<file path="src/rtl/ov5640_dvp_pattern_tx_if.sv">
// DVP video bus as driven by an OV5640-style source: frame sync, line valid
// and one pixel byte per clock.
interface ov5640_dvp_pattern_tx_if;
    logic       dvp_vsync;
    logic       dvp_href;
    logic [7:0] dvp_data;

    modport master (output dvp_vsync, output dvp_href, output dvp_data);
    modport slave  (input  dvp_vsync, input  dvp_href, input  dvp_data);
endinterface

</file>
<file path="src/rtl/ov5640_dvp_pattern_tx.sv">
// OV5640 DVP emulator: generates RGB565 test-pattern frames as vsync/href and
// two bytes per pixel (high byte first), so the capture path can run without
// a sensor. Every output is a flop; the output flops are loaded from the
// next-state counters so that they line up with the state they describe.
module ov5640_dvp_pattern_tx #(
    parameter int H_PIXEL     = 640,
    parameter int V_PIXEL     = 480,
    parameter int H_BLANK     = 160,
    parameter int VSYNC_LINES = 4,
    parameter int V_BACK      = 8,
    parameter int V_FRONT     = 4
) (
    input  logic                           sys_clk,
    input  logic                           sys_rst_n,
    input  logic                           tx_en,
    input  logic [1:0]                     pattern_sel,
    input  logic [15:0]                    solid_rgb565,
    ov5640_dvp_pattern_tx_if.master        dvp,
    output logic                           frame_start,
    output logic                           frame_done,
    output logic [15:0]                    frame_cnt
);

    localparam int          LP        = 2 * H_PIXEL + H_BLANK;
    localparam logic [15:0] LP_LAST   = 16'(LP - 1);
    localparam logic [15:0] ACT_BYTES = 16'(2 * H_PIXEL);
    localparam logic [15:0] VS_LAST   = 16'(VSYNC_LINES - 1);
    localparam logic [15:0] VB_LAST   = 16'(V_BACK - 1);
    localparam logic [15:0] VP_LAST   = 16'(V_PIXEL - 1);
    localparam logic [15:0] VF_LAST   = 16'(V_FRONT - 1);
    localparam logic [10:0] BAR_LAST  = 11'(H_PIXEL / 8 - 1);
    localparam bit          HAS_VBACK = (V_BACK > 0);

    typedef enum logic [2:0] {
        S_IDLE,
        S_VSYNC,
        S_VBACK,
        S_ACTIVE,
        S_VFRONT
    } state_t;

    state_t      state_q, state_d;
    logic [15:0] h_q, h_d;
    logic [15:0] v_q, v_d;
    logic [15:0] last_line;
    logic [10:0] bar_pos_q, bar_pos_d;
    logic [2:0]  bar_idx_q, bar_idx_d;
    logic [1:0]  sel_q;
    logic [15:0] solid_q;
    logic        vsync_q, href_q, start_q, done_q;
    logic [7:0]  data_q;
    logic [15:0] cnt_q;
    logic        start_d, done_d, href_d;
    logic [15:0] pix_d;
    logic [7:0]  data_d;

    // Frame sequencing: advance h every cycle, v every line, state every block of lines.
    always_comb begin
        // NOTE: every combinational output gets a default first so no path can infer a latch.
        state_d = state_q;
        h_d     = h_q;
        v_d     = v_q;
        start_d = 1'b0;

        case (state_q)
            S_VSYNC:  last_line = VS_LAST;
            S_VBACK:  last_line = VB_LAST;
            S_ACTIVE: last_line = VP_LAST;
            default:  last_line = VF_LAST;
        endcase

        if (state_q == S_IDLE) begin
            if (tx_en) begin
                state_d = S_VSYNC;
                h_d     = '0;
                v_d     = '0;
                start_d = 1'b1;
            end
        end else if (h_q != LP_LAST) begin
            h_d = h_q + 16'd1;
        end else begin
            h_d = '0;
            if (v_q != last_line) begin
                v_d = v_q + 16'd1;
            end else begin
                v_d = '0;
                case (state_q)
                    S_VSYNC:  state_d = HAS_VBACK ? S_VBACK : S_ACTIVE;
                    S_VBACK:  state_d = S_ACTIVE;
                    S_ACTIVE: state_d = S_VFRONT;
                    S_VFRONT: begin
                        // tx_en only matters here and in IDLE, so a mid-frame drop finishes the frame.
                        if (tx_en) begin
                            state_d = S_VSYNC;
                            start_d = 1'b1;
                        end else begin
                            state_d = S_IDLE;
                        end
                    end
                    default:  state_d = S_IDLE;
                endcase
            end
        end

        done_d = (state_d == S_VFRONT) && (h_d == LP_LAST) && (v_d == VF_LAST);
    end

    // Colour-bar tracking without a divider: count pixels inside the current bar.
    always_comb begin
        bar_pos_d = bar_pos_q;
        bar_idx_d = bar_idx_q;
        if (h_d == 16'd0) begin
            bar_pos_d = '0;
            bar_idx_d = '0;
        end else if (!h_d[0] && (h_d < ACT_BYTES)) begin
            if (bar_pos_q == BAR_LAST) begin
                bar_pos_d = '0;
                bar_idx_d = bar_idx_q + 3'd1;
            end else begin
                bar_pos_d = bar_pos_q + 11'd1;
            end
        end
    end

    // Pixel for the upcoming cycle; x = h_d >> 1, so x[k] is h_d[k+1].
    always_comb begin
        pix_d = 16'h0000;
        case (sel_q)
            2'd0: begin
                case (bar_idx_d)
                    3'd0:    pix_d = 16'hFFFF;
                    3'd1:    pix_d = 16'hFFE0;
                    3'd2:    pix_d = 16'h07FF;
                    3'd3:    pix_d = 16'h07E0;
                    3'd4:    pix_d = 16'hF81F;
                    3'd5:    pix_d = 16'hF800;
                    3'd6:    pix_d = 16'h001F;
                    default: pix_d = 16'h0000;
                endcase
            end
            2'd1:    pix_d = {h_d[9:5], h_d[9:4], h_d[9:5]};
            2'd2:    pix_d = solid_q;
            default: pix_d = (h_d[6] ^ v_d[5] ^ cnt_q[0]) ? 16'hFFFF : 16'h0000;
        endcase

        href_d = (state_d == S_ACTIVE) && (h_d < ACT_BYTES);
        data_d = href_d ? (h_d[0] ? pix_d[7:0] : pix_d[15:8]) : 8'h00;
    end

    // State, counters, per-frame latched settings and registered outputs.
    always_ff @(posedge sys_clk or negedge sys_rst_n) begin
        if (!sys_rst_n) begin
            state_q   <= S_IDLE;
            h_q       <= '0;
            v_q       <= '0;
            bar_pos_q <= '0;
            bar_idx_q <= '0;
            sel_q     <= '0;
            solid_q   <= '0;
            vsync_q   <= 1'b0;
            href_q    <= 1'b0;
            data_q    <= '0;
            start_q   <= 1'b0;
            done_q    <= 1'b0;
            cnt_q     <= '0;
        end else begin
            // NOTE: non-blocking assignments so every flop samples the pre-edge values.
            state_q   <= state_d;
            h_q       <= h_d;
            v_q       <= v_d;
            bar_pos_q <= bar_pos_d;
            bar_idx_q <= bar_idx_d;
            if (start_d) begin
                sel_q   <= pattern_sel;
                solid_q <= solid_rgb565;
            end
            vsync_q   <= (state_d == S_VSYNC);
            href_q    <= href_d;
            data_q    <= data_d;
            start_q   <= start_d;
            done_q    <= done_d;
            if (done_d) begin
                cnt_q <= cnt_q + 16'd1;
            end
        end
    end

    assign dvp.dvp_vsync = vsync_q;
    assign dvp.dvp_href  = href_q;
    assign dvp.dvp_data  = data_q;
    assign frame_start   = start_q;
    assign frame_done    = done_q;
    assign frame_cnt     = cnt_q;

endmodule
</file>
<file path="src/flat_wrapper.sv">
// flat-port wrapper written by rule: the top's interface ports become plain ports
module ov5640_dvp_pattern_tx_flat 
#(
    parameter int H_PIXEL     = 640,
    parameter int V_PIXEL     = 480,
    parameter int H_BLANK     = 160,
    parameter int VSYNC_LINES = 4,
    parameter int V_BACK      = 8,
    parameter int V_FRONT     = 4
)
  (sys_clk, sys_rst_n, tx_en, pattern_sel, solid_rgb565, frame_start, frame_done, frame_cnt, dvp_dvp_vsync, dvp_dvp_href, dvp_dvp_data);
  ov5640_dvp_pattern_tx_if dvp_i ();
  input  logic sys_clk;
  input  logic sys_rst_n;
  input  logic tx_en;
  input  logic [1:0] pattern_sel;
  input  logic [15:0] solid_rgb565;
  output logic frame_start;
  output logic frame_done;
  output logic [15:0] frame_cnt;
  output wire logic [$bits(dvp_i.dvp_vsync)-1:0] dvp_dvp_vsync;
  output wire logic [$bits(dvp_i.dvp_href)-1:0] dvp_dvp_href;
  output wire logic [$bits(dvp_i.dvp_data)-1:0] dvp_dvp_data;
  assign dvp_dvp_vsync = dvp_i.dvp_vsync;
  assign dvp_dvp_href = dvp_i.dvp_href;
  assign dvp_dvp_data = dvp_i.dvp_data;
  ov5640_dvp_pattern_tx #(.H_PIXEL(H_PIXEL), .V_PIXEL(V_PIXEL), .H_BLANK(H_BLANK), .VSYNC_LINES(VSYNC_LINES), .V_BACK(V_BACK), .V_FRONT(V_FRONT)) u_core (.sys_clk(sys_clk), .sys_rst_n(sys_rst_n), .tx_en(tx_en), .pattern_sel(pattern_sel), .solid_rgb565(solid_rgb565), .dvp(dvp_i), .frame_start(frame_start), .frame_done(frame_done), .frame_cnt(frame_cnt));
endmodule
</file>
<file path="config.mk">
export PLATFORM = sky130hd
export DESIGN_NAME = ov5640_dvp_pattern_tx_flat
export DESIGN_NICKNAME = d
export VERILOG_FILES = /design/src/rtl/ov5640_dvp_pattern_tx_if.sv /design/src/rtl/ov5640_dvp_pattern_tx.sv /design/src/flat_wrapper.sv
export SDC_FILE = /design/constraint.sdc
export NUM_CORES = 1
export LEC_CHECK = 0
export BUFFER_PORTS_ARGS = -buffer_cell sky130_fd_sc_hd__buf_2
export CAP_MARGIN = 10
export CORE_AREA = 2 2 128 130
export CTS_CLUSTER_DIAMETER = 100
export DETAILED_ROUTE_END_ITERATION = 8
export DIE_AREA = 0 0 130 132
export SLEW_MARGIN = 20
export SYNTH_ARGS = -nofsm -noshare
export SYNTH_HDL_FRONTEND = slang
export SYNTH_SLANG_ARGS = --single-unit
export TNS_END_PERCENT = 50
</file>
<file path="constraint.sdc">
create_clock -name sys_clk -period 11.15 [get_ports sys_clk]
set_input_delay 1.115 -clock sys_clk [delete_from_list [all_inputs] [get_ports sys_clk]]
set_output_delay 1.115 -clock sys_clk [all_outputs]
set_load 0.02 [all_outputs]
</file>
==> flow_summary.toml <==
[outcome]
status = "completed"

[cells_and_area]
drive_above_1_share = 0.1727
layout_commonest_cell = "dfrtp_1"
instances_no_fill = 882
final_area_mm2 = 0.006447
most-common-layout-cells = "dfrtp_1, nand2_1, nor2_1, buf_2, o21ai_0"
multi_input_area_mm2 = 0.003139
register_area_mm2 = 0.002377
layout.nets = 687
syn_to_final_growth_pct = 11.75
nFillCells = 1533
diodes = 0

[sta]
max_freq_ghz = 0.2029
rsz0062_at_grt = "no"
setup_viol = 0
finalCritPeriodShare = 0.4420
fin_crit_ps = 4928
fin_skew_ps = 7.094
maxSlewViolCount = 0
hold_violations = 0
worst_slack_ps = 6222
tightest_slew_ps = 1027
tns_ps = 0
slew-limit-headroom = 0.3101

[global_routing]
grtUsageMet3 = 0.02516
grt_busiest_layer = "met2"
grt_max_degree = 56
grtUsageMet1 = 0.2528
met2_usage = 0.2711
grt_pass1_vias = 4927
antenna_found_initial = 0
grt_use_total = 0.1797
gr-total-overflow = 0
grt_pass1_wl_mm = 24.75

[synthesis]
yosysWarnings = 0
ys_async_sr_fraction = 1.000
synth_adder_area_share = 0.01084
synth-seq-area-share = 0.4121
synth_top_family_by_area = "simple AND/OR/NAND/NOR gates"
synth_nets = 666
ys_types = 71
synth_xor_area_frac = 0.05313
synth_compound_area_frac = 0.1633
synth_seq_cells = 95
synth_cells = 640
synth.top_cell.area_share = 0.4121
synth_mux_area_frac = 0.04056
syn-cell-area_mm2 = 0.005769
yosysTopAreaCell = "dfrtp_1"
syn-mean-instance-area_um2 = 9.015
netlist_top_cells_area = "dfrtp_1, nand2_1, o21ai_0"
synth-simple-area-share = 0.2743
synth_edf_count = 0
synth_flop_cell = "dfrtp_1"

[die]
fp.coreArea_mm2 = 0.01571
die_width_um = 130
top_level_ports = 49
start_util = 0.3672
die_y_um = 132
rows = 46
die_area_mm2 = 0.01716

[setup_path]
r2r_slack_ps = 6220
start_kind = "flop"
required_ps = 11430
critical_path_peak_fanout = 14
rr_worst_depth = 10
path_class = "flop to flop"
r2r_start = "u_core.h_q[0]"
worstPathArrival_ps = 5210
worstReg2RegEnd = "u_core.bar_pos_q[4]"
end_kind = "flop"

[clocking]
clockBufferDepth = 2
hold_buffers = 0
post_cts_buffers = 0
cts_root_buf = "clkbuf_16"
cts_num_sinks = 95
cts_tree = "done"
path_clk_slew_ps = 70
post_cts_resize_count = 0
clk_latency_ps = 360
cts.htree.levels = 3
cts_buffers = 9

[power_and_ir_drop]
ir_drop_v = 0.00007939
power_leakage_nw = 2.815
power_density_mw_per_mm2 = 105.8

[place]
dp.cells = 866
dp_slack_ps = 6278
portBuffers = 48
placed_cell_area_mm2 = 0.006131
gp_congestion = 0.9048
hpwl_mm = 10.53

[hold_path]
worstHoldStart = "u_core.frame_cnt[15]"
hold_path_depth = 1
worstHoldEndpoint = "u_core.frame_cnt[15]"
worst_hold_path_type = "flop to flop"

[routing]
drc = 0
wl_per_cell_um = 16.88
drt-pass1-iter-count = 6
drt_iter0_drc = 408
antenna_left = 0
dr_total_vias = 5144
wl_mm = 14.89
vias_per_cell = 5.832

[job]
max_cap_viol_count = 0
[per-stage QoR]
| step | util | power, mW | hold WS, ps |
|---|---|---|---|
| after floorplan | - | 0.3515 | 475.2 |
| after detailed placement | 0.3902 | 0.3626 | 461.6 |
| after CTS | 0.4103 | 0.6927 | 470.5 |
| final | 0.4103 | 0.6819 | 469.5 |
| after global routing | 0.4103 | 0.7069 | 484.1 |
| after global placement | 0.3902 | 0.3621 | 454.7 |
[sequential cells by signal, indices dropped and copies added, names as in the netlist]
signal and count:
u_core.bar_pos_q 11, u_core.dvp.dvp_href 1, u_core.v_q 16, u_core.frame_start 1, u_core.frame_done 1, u_core.dvp.dvp_vsync 1
u_core.frame_cnt 16, u_core.state_q 3, u_core.bar_idx_q 3, u_core.h_q 16, u_core.sel_q 2, u_core.solid_q 16
u_core.dvp.dvp_data 8
[layout make-up]
class                   count  share of cell area
inverters                  17            0.009897
repair buffers             53             0.04347
well taps                 216             0.04192
clock buffers               9             0.03493
flip-flops and latches     95              0.3687
clock inverters             7             0.01417
multi-input cells         485              0.4869
[metal layers]
| metal | share of wire | routed length [um] |
|---|---|---|
| met1 | 0.46 | 6877 |
| met5 | 0 | 0 |
| met2 | 0.45 | 6758 |
| met3 | 0.050 | 749 |
| met4 | 0.034 | 506 |
[cells by family after synthesis]
| group | count (synthesis) |
|---|---|
| flops | 95 |
| simple gates | 283 |
| fa+ha+maj | 5 |
| xor+xnor | 35 |
| buf+inv | 60 |
| mux | 21 |
| compound gates | 141 |
[worst max-delay path, stage by stage (launching register included)]
cell and delay (ps):
dfrtp_1 460, ha_1 310, and4_1 410, and4_1 350, nor2_1 180, a21boi_1 710
inv_1 450, nor3_1 930, nand2_1 240, or4b_2 660, a21oi_1 150
[power breakdown]
group	switching [mW]	total (mW)	internal, mW	leakage [nW]
Sequential	0	0.344	0.344	1.15
Clock	0.148	0.327	0.179	0.151
Combinational	0.00792	0.0108	0.00290	1.51
[synth_stat cells (3+ instances only)]
library cell  count
or2_2             3
a21o_1            5
inv_1            16
nor4_1            7
a221oi_1          4
o21a_1            6
or3_1             4
nand3b_1          3
ha_1              5
o31a_1            3
clkbuf_1         24
a31oi_1           5
o31ai_1           7
and3_1           18
xnor2_1          11
o21ai_0          45
nand2b_1          7
mux2_2           18
or4b_2            3
buf_2            13
o41ai_1           3
o211ai_1          9
nor2_1           48
nor4b_1           6
o22ai_1           7
a211oi_1          4
nand2_1          60
nor3_1           20
and4_1            9
a21oi_1          19
and2_1           10
dfrtp_1          95
nand3_1          29
nor3_2           11
xor2_1           24
nand4_1          24
or4_1             7
[worst max path at each step]
stage / start / endpoint / slack, ps / cells after the start
floorplan: tx_en / u_core.frame_cnt[1] / 7150 / 10
finish: u_core.h_q[0] / u_core.bar_pos_q[4] / 6220 / 10
detailed placement: tx_en / u_core.bar_pos_q[4] / 6280 / 10
CTS: u_core.h_q[0] / u_core.bar_pos_q[4] / 6280 / 10
global placement: tx_en / u_core.bar_pos_q[4] / 6430 / 10
global route: u_core.h_q[0] / u_core.bar_pos_q[4] / 5830 / 10
Note: power is estimated with default switching activity, not from simulation.
